[config.mk]
export PLATFORM = sky130hd
export DESIGN_NAME = pc_seq_ctrl
export DESIGN_NICKNAME = d
export VERILOG_FILES = /design/src/rtl/pc_seq_pkg.sv /design/src/rtl/pc_seq_ctrl_cp0_regs.sv /design/src/rtl/pc_seq_ctrl.sv
export SDC_FILE = /design/constraint.sdc
export NUM_CORES = 1
export LEC_CHECK = 0
export ABC_AREA = 1
export BUFFER_PORTS_ARGS = -buffer_cell sky130_fd_sc_hd__buf_2
export CAP_MARGIN = 20
export CORE_MARGIN = 3
export CORE_UTILIZATION = 39
export CTS_CLUSTER_SIZE = 12
export DETAILED_ROUTE_END_ITERATION = 12
export PLACE_DENSITY = 0.8
export SLEW_MARGIN = 40
export SYNTH_ARGS = -nofsm -noshare
export SYNTH_HDL_FRONTEND = slang
export SYNTH_HIERARCHICAL = 1
export SYNTH_SLANG_ARGS = --single-unit
export TNS_END_PERCENT = 20
[constraint.sdc]
create_clock -name clk -period 1.5 [get_ports clk]
set_input_delay 0.075 -clock clk [delete_from_list [all_inputs] [get_ports clk]]
set_output_delay 0.075 -clock clk [all_outputs]
set_load 0.02 [all_outputs]
[src/rtl/pc_seq_pkg.sv]
// Shared encodings for the PC sequencer: next-PC select codes, cause codes
// and the sequencer state type.
package pc_seq_pkg;

  localparam logic [2:0] NPC_SEQ = 3'b000;
  localparam logic [2:0] NPC_BEQ = 3'b001;
  localparam logic [2:0] NPC_J   = 3'b010;
  localparam logic [2:0] NPC_JR  = 3'b100;
  localparam logic [2:0] NPC_EXC = 3'b101;
  localparam logic [2:0] NPC_EPC = 3'b110;

  localparam logic [4:0] EXC_INT = 5'd0;
  localparam logic [4:0] EXC_SYS = 5'd8;
  localparam logic [4:0] EXC_RI  = 5'd10;
  localparam logic [4:0] EXC_OV  = 5'd12;

  typedef enum logic {
    RUN   = 1'b0,
    REDIR = 1'b1
  } state_e;

endpackage

[src/rtl/pc_seq_ctrl_cp0_regs.sv]
// Minimal coprocessor-0 state (EPC, SR.IE/EXL, Cause code) with its
// write-priority logic: trap entry beats mtc0, which beats eret.
module cp0_regs
  import pc_seq_pkg::*;
(
  input  logic        clk,
  input  logic        rst,
  input  logic        enter,
  input  logic [4:0]  enter_code,
  input  logic [29:0] pc,
  input  logic        eret,
  input  logic        mtc0_we,
  input  logic        cp0_sel,
  input  logic [31:0] cp0_wdata,
  output logic [29:0] epc,
  output logic        ie,
  output logic        exl,
  output logic [4:0]  exc_code
);

  logic [29:0] epc_q, epc_d;
  logic        ie_q, ie_d;
  logic        exl_q, exl_d;
  logic [4:0]  exc_code_q, exc_code_d;

  always_comb begin
    epc_d      = epc_q;
    ie_d       = ie_q;
    exl_d      = exl_q;
    exc_code_d = exc_code_q;
    if (enter) begin
      epc_d      = pc;
      exl_d      = 1'b1;
      exc_code_d = enter_code;
    end else begin
      if (eret) begin
        exl_d = 1'b0;
      end
      if (mtc0_we) begin
        if (cp0_sel) begin
          epc_d = cp0_wdata[31:2];
        end else begin
          ie_d  = cp0_wdata[0];
          exl_d = cp0_wdata[1];
        end
      end
    end
  end

  always_ff @(posedge clk or posedge rst) begin
    if (rst) begin
      epc_q      <= '0;
      ie_q       <= 1'b0;
      exl_q      <= 1'b0;
      exc_code_q <= EXC_INT;
    end else begin
      epc_q      <= epc_d;
      ie_q       <= ie_d;
      exl_q      <= exl_d;
      exc_code_q <= exc_code_d;
    end
  end

  assign epc      = epc_q;
  assign ie       = ie_q;
  assign exl      = exl_q;
  assign exc_code = exc_code_q;

endmodule

[src/rtl/pc_seq_ctrl.sv]
// Next-PC control sequencer: arbitrates sequential flow, branches, jumps,
// eret and trap entry, and inserts one REDIR cycle to fetch the vector.
module pc_seq_ctrl
  import pc_seq_pkg::*;
#(
  parameter logic [31:0] EXC_VEC = 32'h0000_4180,
  parameter int          IRQ_W   = 6
) (
  input  logic             clk,
  input  logic             rst,
  input  logic [29:0]      pc,
  input  logic             stall,
  input  logic             is_beq,
  input  logic             is_j,
  input  logic             is_jr,
  input  logic             is_eret,
  input  logic             exc_req,
  input  logic [4:0]       exc_code_in,
  input  logic [IRQ_W-1:0] irq,
  input  logic             cp0_we,
  input  logic             cp0_sel,
  input  logic [31:0]      cp0_wdata,
  output logic [2:0]       npc_sel,
  output logic             pc_we,
  output logic             squash,
  output logic [29:0]      epc,
  output logic             ie,
  output logic             exl,
  output logic [4:0]       exc_code
);

  state_e     state_q, state_d;
  logic       take_irq;
  logic       enter;
  logic [4:0] enter_code;
  logic       eret_fire;
  logic       mtc0_fire;

  // Interrupts only enter from RUN when enabled and not already in a handler.
  assign take_irq = (|irq) & ie & ~exl;

  always_ff @(posedge clk or posedge rst) begin
    if (rst) begin
      state_q <= RUN;
    end else begin
      state_q <= state_d;
    end
  end

  always_comb begin
    state_d = state_q;
    case (state_q)
      RUN:     if (!stall && (exc_req || take_irq)) state_d = REDIR;
      REDIR:   if (!stall) state_d = RUN;
      default: state_d = RUN;
    endcase
  end

  // Outputs are forced idle while reset is held, even mid-REDIR.
  always_comb begin
    npc_sel    = NPC_SEQ;
    pc_we      = 1'b0;
    squash     = 1'b0;
    enter      = 1'b0;
    enter_code = EXC_INT;
    eret_fire  = 1'b0;
    mtc0_fire  = 1'b0;
    if (!rst) begin
      case (state_q)
        RUN: begin
          if (stall) begin
            squash = 1'b1;
          end else if (exc_req) begin
            squash     = 1'b1;
            enter      = 1'b1;
            enter_code = exc_code_in;
          end else if (take_irq) begin
            squash = 1'b1;
            enter  = 1'b1;
          end else begin
            pc_we     = 1'b1;
            mtc0_fire = cp0_we;
            if (is_eret) begin
              npc_sel   = NPC_EPC;
              eret_fire = 1'b1;
            end else if (is_jr) begin
              npc_sel = NPC_JR;
            end else if (is_j) begin
              npc_sel = NPC_J;
            end else if (is_beq) begin
              npc_sel = NPC_BEQ;
            end
          end
        end
        REDIR: begin
          npc_sel = NPC_EXC;
          squash  = 1'b1;
          pc_we   = ~stall;
        end
        default: ;
      endcase
    end
  end

  cp0_regs u_cp0 (
    .clk        (clk),
    .rst        (rst),
    .enter      (enter),
    .enter_code (enter_code),
    .pc         (pc),
    .eret       (eret_fire),
    .mtc0_we    (mtc0_fire),
    .cp0_sel    (cp0_sel),
    .cp0_wdata  (cp0_wdata),
    .epc        (epc),
    .ie         (ie),
    .exl        (exl),
    .exc_code   (exc_code)
  );

endmodule

== Yosys cells after proc, flatten, opt, wreduce, memory -nomap -nowiden ==
Cells that the tools add are included.

* Muxes and demuxes: 47
* Bitwise operators: 7
* Reduce and logical (&&, ||, !) cells: 8

{| class="wikitable"
|+ Operator list
! cell !! number
|-
| 2-to-1 mux 30 bit || 3
|-
| 2-to-1 mux 1 bit || 29
|-
| 2-to-1 mux 5 bit || 4
|-
| 2-to-1 mux 3 bit || 6
|-
| one-hot mux 1 bit (2 select lines) || 3
|-
| one-hot mux 3 bit (2 select lines) || 1
|-
| OR reduction 6 bit || 1
|-
| NOT 1 bit || 5
|-
| nonzero test 2 bit || 2
|-
| AND reduction 3 bit || 1
|-
| bitwise AND 1 bit || 2
|-
| 2-to-1 mux 2 bit || 1
|-
| AND reduction 2 bit || 1
|-
| logical AND 1 bit || 1
|-
| zero test 1 bit || 1
|-
| logical OR 1 bit || 1
|}

* Output and inout bits: 42
* Word-level logic and storage cells: 67
* Flip-flop bits (word level): 38

== Depth between registers and ports, before layout ==
* Depth after elaboration: 12
* Depth in mapped cells: 14
* Gate-level depth less buffers: 11

== Hierarchy ==
Netlist, hierarchy kept.

{| class="wikitable"
|+ Modules (own cells, without submodules)
! module !! instances !! sequential area each (sq um) !! area an instance (sq um) !! cells an instance
|-
| cp0_regs || 1 || 925.9 || 1866.8 || 265
|-
| pc_seq_ctrl || 1 || 25.0 || 235.2 || 45
|}

== Worst setup path after synthesis ==
Ideal clock, no wire load.

* Kind: register to register
* Start: register u_cp0.ie_q, in the netlist u_cp0/ie
* End: register u_cp0.epc_q[10], in the netlist u_cp0/epc[10]
* Setup time: 0.117 ns
* Period minus slack after synthesis: 1.664 ns
* Slack: -0.164 ns
* Data arrival time: 1.547 ns
* Cell stages (with the launch flop): 15
* Data required time: 1.383 ns
* Buffers on the path: 3
* Cell sequence: dfrtp_1 -> inv_1 -> nor2_1 -> nand2_2 -> nand2_1 -> nand3_1 -> nor2_1 -> buf_6 -> inv_2 -> buf_6 -> buf_6 -> nand2_1 -> nand2_1 -> nand2_1 -> nand2_1

* Cells in the longest elaborated chain, start to end: 9
* Elaborated cells on any way between the ends: 16
* Classes of those cells: mux (11); bitwise (2); reduce/logical (3)

{| class="wikitable"
|+ Ends and longest elaborated chain
! item !! line !! source
|-
| from (decl) || pc_seq_ctrl_cp0_regs.sv:22 || <nowiki>logic ie_q, ie_d;</nowiki>
|-
| from (signal assigned) || pc_seq_ctrl_cp0_regs.sv:58 || <nowiki>ie_q <= ie_d;</nowiki>
|-
| bitwise AND 1 bit * (2 in a row) || pc_seq_ctrl.sv:40 || <nowiki>assign take_irq = (|irq) & ie & ~exl;</nowiki>
|-
| 2-to-1 mux 1 bit * || pc_seq_ctrl.sv:77 || <nowiki>end else if (take_irq) begin</nowiki>
|-
| 2-to-1 mux 1 bit * || pc_seq_ctrl.sv:73 || <nowiki>end else if (exc_req) begin</nowiki>
|-
| 2-to-1 mux 1 bit * || pc_seq_ctrl.sv:71 || <nowiki>if (stall) begin</nowiki>
|-
| 2-to-1 mux 1 bit * || pc_seq_ctrl.sv:69 || <nowiki>case (state_q)</nowiki>
|-
| 2-to-1 mux 1 bit * || pc_seq_ctrl.sv:68 || <nowiki>if (!rst) begin</nowiki>
|-
| net enter || pc_seq_ctrl.sv:34 || <nowiki>logic enter;</nowiki>
|-
| nonzero test 2 bit (no source line) || -- ||
|-
| AND reduction 2 bit (no source line) || -- ||
|-
| to (signal assigned) || pc_seq_ctrl_cp0_regs.sv:57 || <nowiki>epc_q <= epc_d;</nowiki>
|-
| to (decl) || pc_seq_ctrl_cp0_regs.sv:21 || <nowiki>logic [29:0] epc_q, epc_d;</nowiki>
|}

Mark *: on every way through the listed nets, which the timed path passes. The rest lies on a longest branch.
A chain may end at the register's enable or synchronous reset.

== Worst setup path after layout ==
* Start: register u_cp0.exl_q, in the netlist u_cp0/exl
* End: register u_cp0.epc_q[6], in the netlist u_cp0/epc[6]

* Cells in the longest elaborated chain, start to end: 9
* Elaborated cells on any way between the ends: 16
* Classes of those cells: mux (11); bitwise (2); reduce/logical (3)

{| class="wikitable"
|+ Ends and longest elaborated chain
! item !! line !! source
|-
| from (decl) || pc_seq_ctrl_cp0_regs.sv:23 || <nowiki>logic exl_q, exl_d;</nowiki>
|-
| from (signal assigned) || pc_seq_ctrl_cp0_regs.sv:59 || <nowiki>exl_q <= exl_d;</nowiki>
|-
| NOT 1 bit * || pc_seq_ctrl.sv:40 ||
|-
| bitwise AND 1 bit * || pc_seq_ctrl.sv:40 ||
|-
| 2-to-1 mux 1 bit * || pc_seq_ctrl.sv:77 ||
|-
| 2-to-1 mux 1 bit * || pc_seq_ctrl.sv:73 ||
|-
| 2-to-1 mux 1 bit * || pc_seq_ctrl.sv:71 ||
|-
| 2-to-1 mux 1 bit * || pc_seq_ctrl.sv:69 ||
|-
| 2-to-1 mux 1 bit * || pc_seq_ctrl.sv:68 ||
|-
| net enter || pc_seq_ctrl.sv:34 ||
|-
| nonzero test 2 bit (no source line) || -- ||
|-
| AND reduction 2 bit (no source line) || -- ||
|}

Marks and branches as above.

==> summary.md <==
| Metric | Value |
|---|---|
| HPWL Detailed | `around 4700 um` |
| Worst hold start | `cp0_wdata[0]` |
| R2R cell count | `11` |
| Total CTS buffers | `5` |
| Hold path endpoint | `u_cp0/ie` |
| Cell variety after synth | `16` |
| Critical path class | `reg -> reg` |
| I/O pins | `between 100 and 150` |
| Fraction of layout instances using a drive strength above 1 | `about 44%` |
| Asr flop ratio synth | `100%` |
| Synth top area cells | `dfrtp_1, nand2_1, nand3_1` |
| Hold Vio Cnt, Final | `0` |
| Global-route wire length before repair | `10,100 um` |
| Rel. slew slack | `between 60% and 70%` |
| End of the worst register-to-register path | `u_cp0/epc[6]` |
| Fillers | `468` |
| NetSw | `1.37 mW` |
| Cells after synthesis | `310` |
| Largest net degree at the start of global routing | `24` |
| Hold Path Depth | `3` |
| Number of routed nets with antenna violations | `0` |
| 1st-iter DRT viols | `86` |
| Total Power | `between 3 and 4 mW` |
| Clock transition at path regs | `about 0.07 ns` |
| Pint | `about 2.3 mW` |
| Pwr/cell area | `between 1000 and 1500 mW/mm^2` |
| GR Overflow Total | `0` |
| DIE HEIGHT | `between 70 and 80 um` |
| Final #Nets | `536` |
| Least-Margin Pin Slew | `between 0.4 and 0.5 ns` |
| FP Rows | `26` |
| Die area | `0.00631 mm^2` |
| Clock latency on the worst-skew pair | `around 0.28 ns` |
| Die Span X | `around 79 um` |
| CTS tree | `built` |
| Met1 usage | `a little under a quarter` |
| Register bit total from synthesis | `38` |
| Commonest cells post-synth | `nand2_1, dfrtp_1, nand3_1, nor2_1` |
| Finished Cell Area | `roughly 0.0034 mm^2` |
| RSZ-0062 raised after global routing | `yes` |
| Sequential cell area fraction in the yosys report | `45.2%` |
| Count leader, synth | `nand2_1` |
| Sw Share | `between 30% and 40%` |
| Vias per cell | `around 4.8` |
| Critical path arrival | `~1.7 ns` |
| Fin Clk Skew | `0.00539 ns` |
| Sequential share of power | `about two fifths` |
| Initial Utilization | `approximately two fifths` |
| Met3 Track Usage GR | `5.08%` |
| First-pass iteration count of the detailed router | `7` |
| Final WL | `between 6000 and 7000 um` |
| Total track usage | `20.0%` |
| Initial antenna violation count | `0` |
| Status | `finished, violations left` |
| Synthesis Warnings | `6` |
| LEAKAGE | `1.99 nW` |
| Maximum clock path buffer count | `2` |
| Tcrit/Tclk final | `104%` |
| FF-to-FF Start | `u_cp0/exl` |
| Max-slew violations | `0` |
| CTS Sinks | `38` |
| Gr busiest metal | `met2` |
| Mean post-synth cell area | `around 6.8 um^2` |
| Reg2reg setup slack | `-0.06 ns` |
| Ys flop type | `dfrtp_1` |
| F_max | `about 0.64 GHz` |
| Via count | `around 2,500` |
| DRC | `0` |
| Synthesized area | `0.00210 mm^2` |
| Yosys top cell by area | `dfrtp_1` |
| Tmin final | `about 1.6 ns` |
| Final Wtd Congestion | `0.839` |
| EDFF count, synth | `0` |
| Critical-path maximum fanout | `9` |
| Combinational power share | `roughly 41%` |
| Violated checks | `setup timing` |
| Final Setup Violations | `34` |
| Setup ws final | `-0.0622 ns` |
| Clock root cell | `clkbuf_8` |
| Type of element capturing the critical path | `register` |
| Max-cap violations | `0` |
| Placed cell area | `0.00289 mm^2` |
| Worst hold path class | `in -> reg` |
| WP data required | `~1.7 ns` |
| PortBufs | `about 120` |
| Clock power share | `between 10% and 20%` |
| Vias in the first global route | `approximately 2,300` |
| Area Growth Syn to Fin | `60.1%` |
| Synthesized Nets | `393` |
| H-tree Lvls | `2` |
| Total negative slack | `-1.18 ns` |
| Synth top area share | `approximately 45%` |
| Peak VDD IR | `a little under 0.0006 V` |
| Number of diodes | `0` |
| Core area | `0.00517 mm^2` |
| Met2 usage | `35.8%` |
| DR WL/cell | `around 13 um` |
| Startpoint types | `register` |
## layer usage
metal / part of all wire, % / vias to the layer above
met5: 0 / -
met4: 1.6 / 0
met3: 6.7 / 13
met2: 52 / 101
met1: 40 / 1133
li1: - / 1242
## cell type report
class	instances	area, um^2	area share (%)
clock buffer	7	86.3	2.57
clock inverter	1	5.00	0.149
inverter	11	48.8	1.45
multi-input combinational	244	1150	34.1
sequential	38	953	28.3
tap	70	87.6	2.60
timing repair buffer	153	1040	30.9
## stage by stage
stage	std cells	hold WS, ns	util [%]	worst slack, ns
2_1_floorplan	310	-0.171	-	-0.110
6_report	524	0.0421	65.1	-0.0622
3_3_place_gp	505	-0.00123	55.8	-0.0107
4_1_cts	516	0.0310	59.1	-0.00109
3_5_place_dp	505	-0.00326	55.8	-0.0767
5_1_grt	524	0.0295	65.1	-0.139
## cell usage in the layout (no fill, tap or decap)
| cell | count |
|---|---|
| inv_8 | 1 |
| dfrtp_2 | 2 |
| buf_12 | 3 |
| buf_2 | 120 |
| buf_8 | 4 |
| nand2_2 | 21 |
| a21oi_2 | 1 |
| nand3_1 | 35 |
| a21oi_1 | 2 |
| clkinv_2 | 1 |
| nand3_2 | 1 |
| dlygate4sd3_1 | 1 |
| nand3_4 | 1 |
| nand2_8 | 1 |
| o21ai_0 | 1 |
| nand4_4 | 1 |
| nand2_1 | 159 |
| buf_6 | 4 |
| nor2_4 | 3 |
| inv_2 | 3 |
| clkbuf_1 | 1 |
| nor2_1 | 9 |
| buf_4 | 15 |
| inv_1 | 7 |
| clkbuf_16 | 6 |
| nand2_4 | 4 |
| clkbuf_8 | 6 |
| dfrtp_1 | 36 |
| nor3b_1 | 5 |
## worst max-delay path: stages, from the launching register on
cell and delay (ns):
dfrtp_2 0.42, nor2_4 0.12, nand2_2 0.08, nand2_4 0.08, nand3_4 0.08, nor2_4 0.19
inv_8 0.11, buf_12 0.15, nand2_2 0.05, nand2_1 0.06, nand2_1 0.07, nand2_1 0.04
## kinds of logic (layout without fill, tap and decap cells)
family | after synthesis | in the layout | share of synthesized area, %
AND/OR/NAND/NOR | 240 | 240 | 46.7
AO/OA/AOI/OAI | 4 | 4 | 0.952
buffers and inverters | 28 | 172 | 7.08
flip-flops | 38 | 38 | 45.2
## power groups by stage
stage,clock network (mW),logic [mW],registers [mW]
global placement,0,1.30,1.44
detailed placement,0,1.33,1.45
finish,0.708,1.48,1.45
floorplan,0,0.465,1.77
global route,0.789,1.60,1.48
CTS,0.733,1.36,1.44
## how the worst max path moves through the flow
stage	startpoint	end	slack, ns	cells past startpoint
2_1_floorplan	u_cp0/exl	u_cp0/epc[10]	-0.11	13
3_3_place_gp	u_cp0/ie	u_cp0/epc[11]	-0.01	11
3_5_place_dp	u_cp0/exl	u_cp0/epc[22]	-0.08	10
4_1_cts	u_cp0/ie	u_cp0/epc[0]	-0.001	12
5_1_grt	u_cp0/exl	u_cp0/epc[7]	-0.14	11
6_report	u_cp0/exl	u_cp0/epc[6]	-0.06	11
## repair_timing
item                                    CTS  global route
cloned                                    1             6
hold buffers                              1             0
endpoints found under the setup margin   31            42
setup buffers                             1             2
resized for setup                        15            44
pin swaps                                 4             9
hold endpoints to repair                 11             0
## flip-flops by register name, indices dropped and copies added, names as in the netlist
| signal | cells |
|---|---|
| u_cp0/exl | 1 |
| u_cp0/epc | 30 |
| state_q | 1 |
| u_cp0/ie | 1 |
| u_cp0/exc_code | 5 |
No activity file was read; power rests on OpenSTA's default activity.
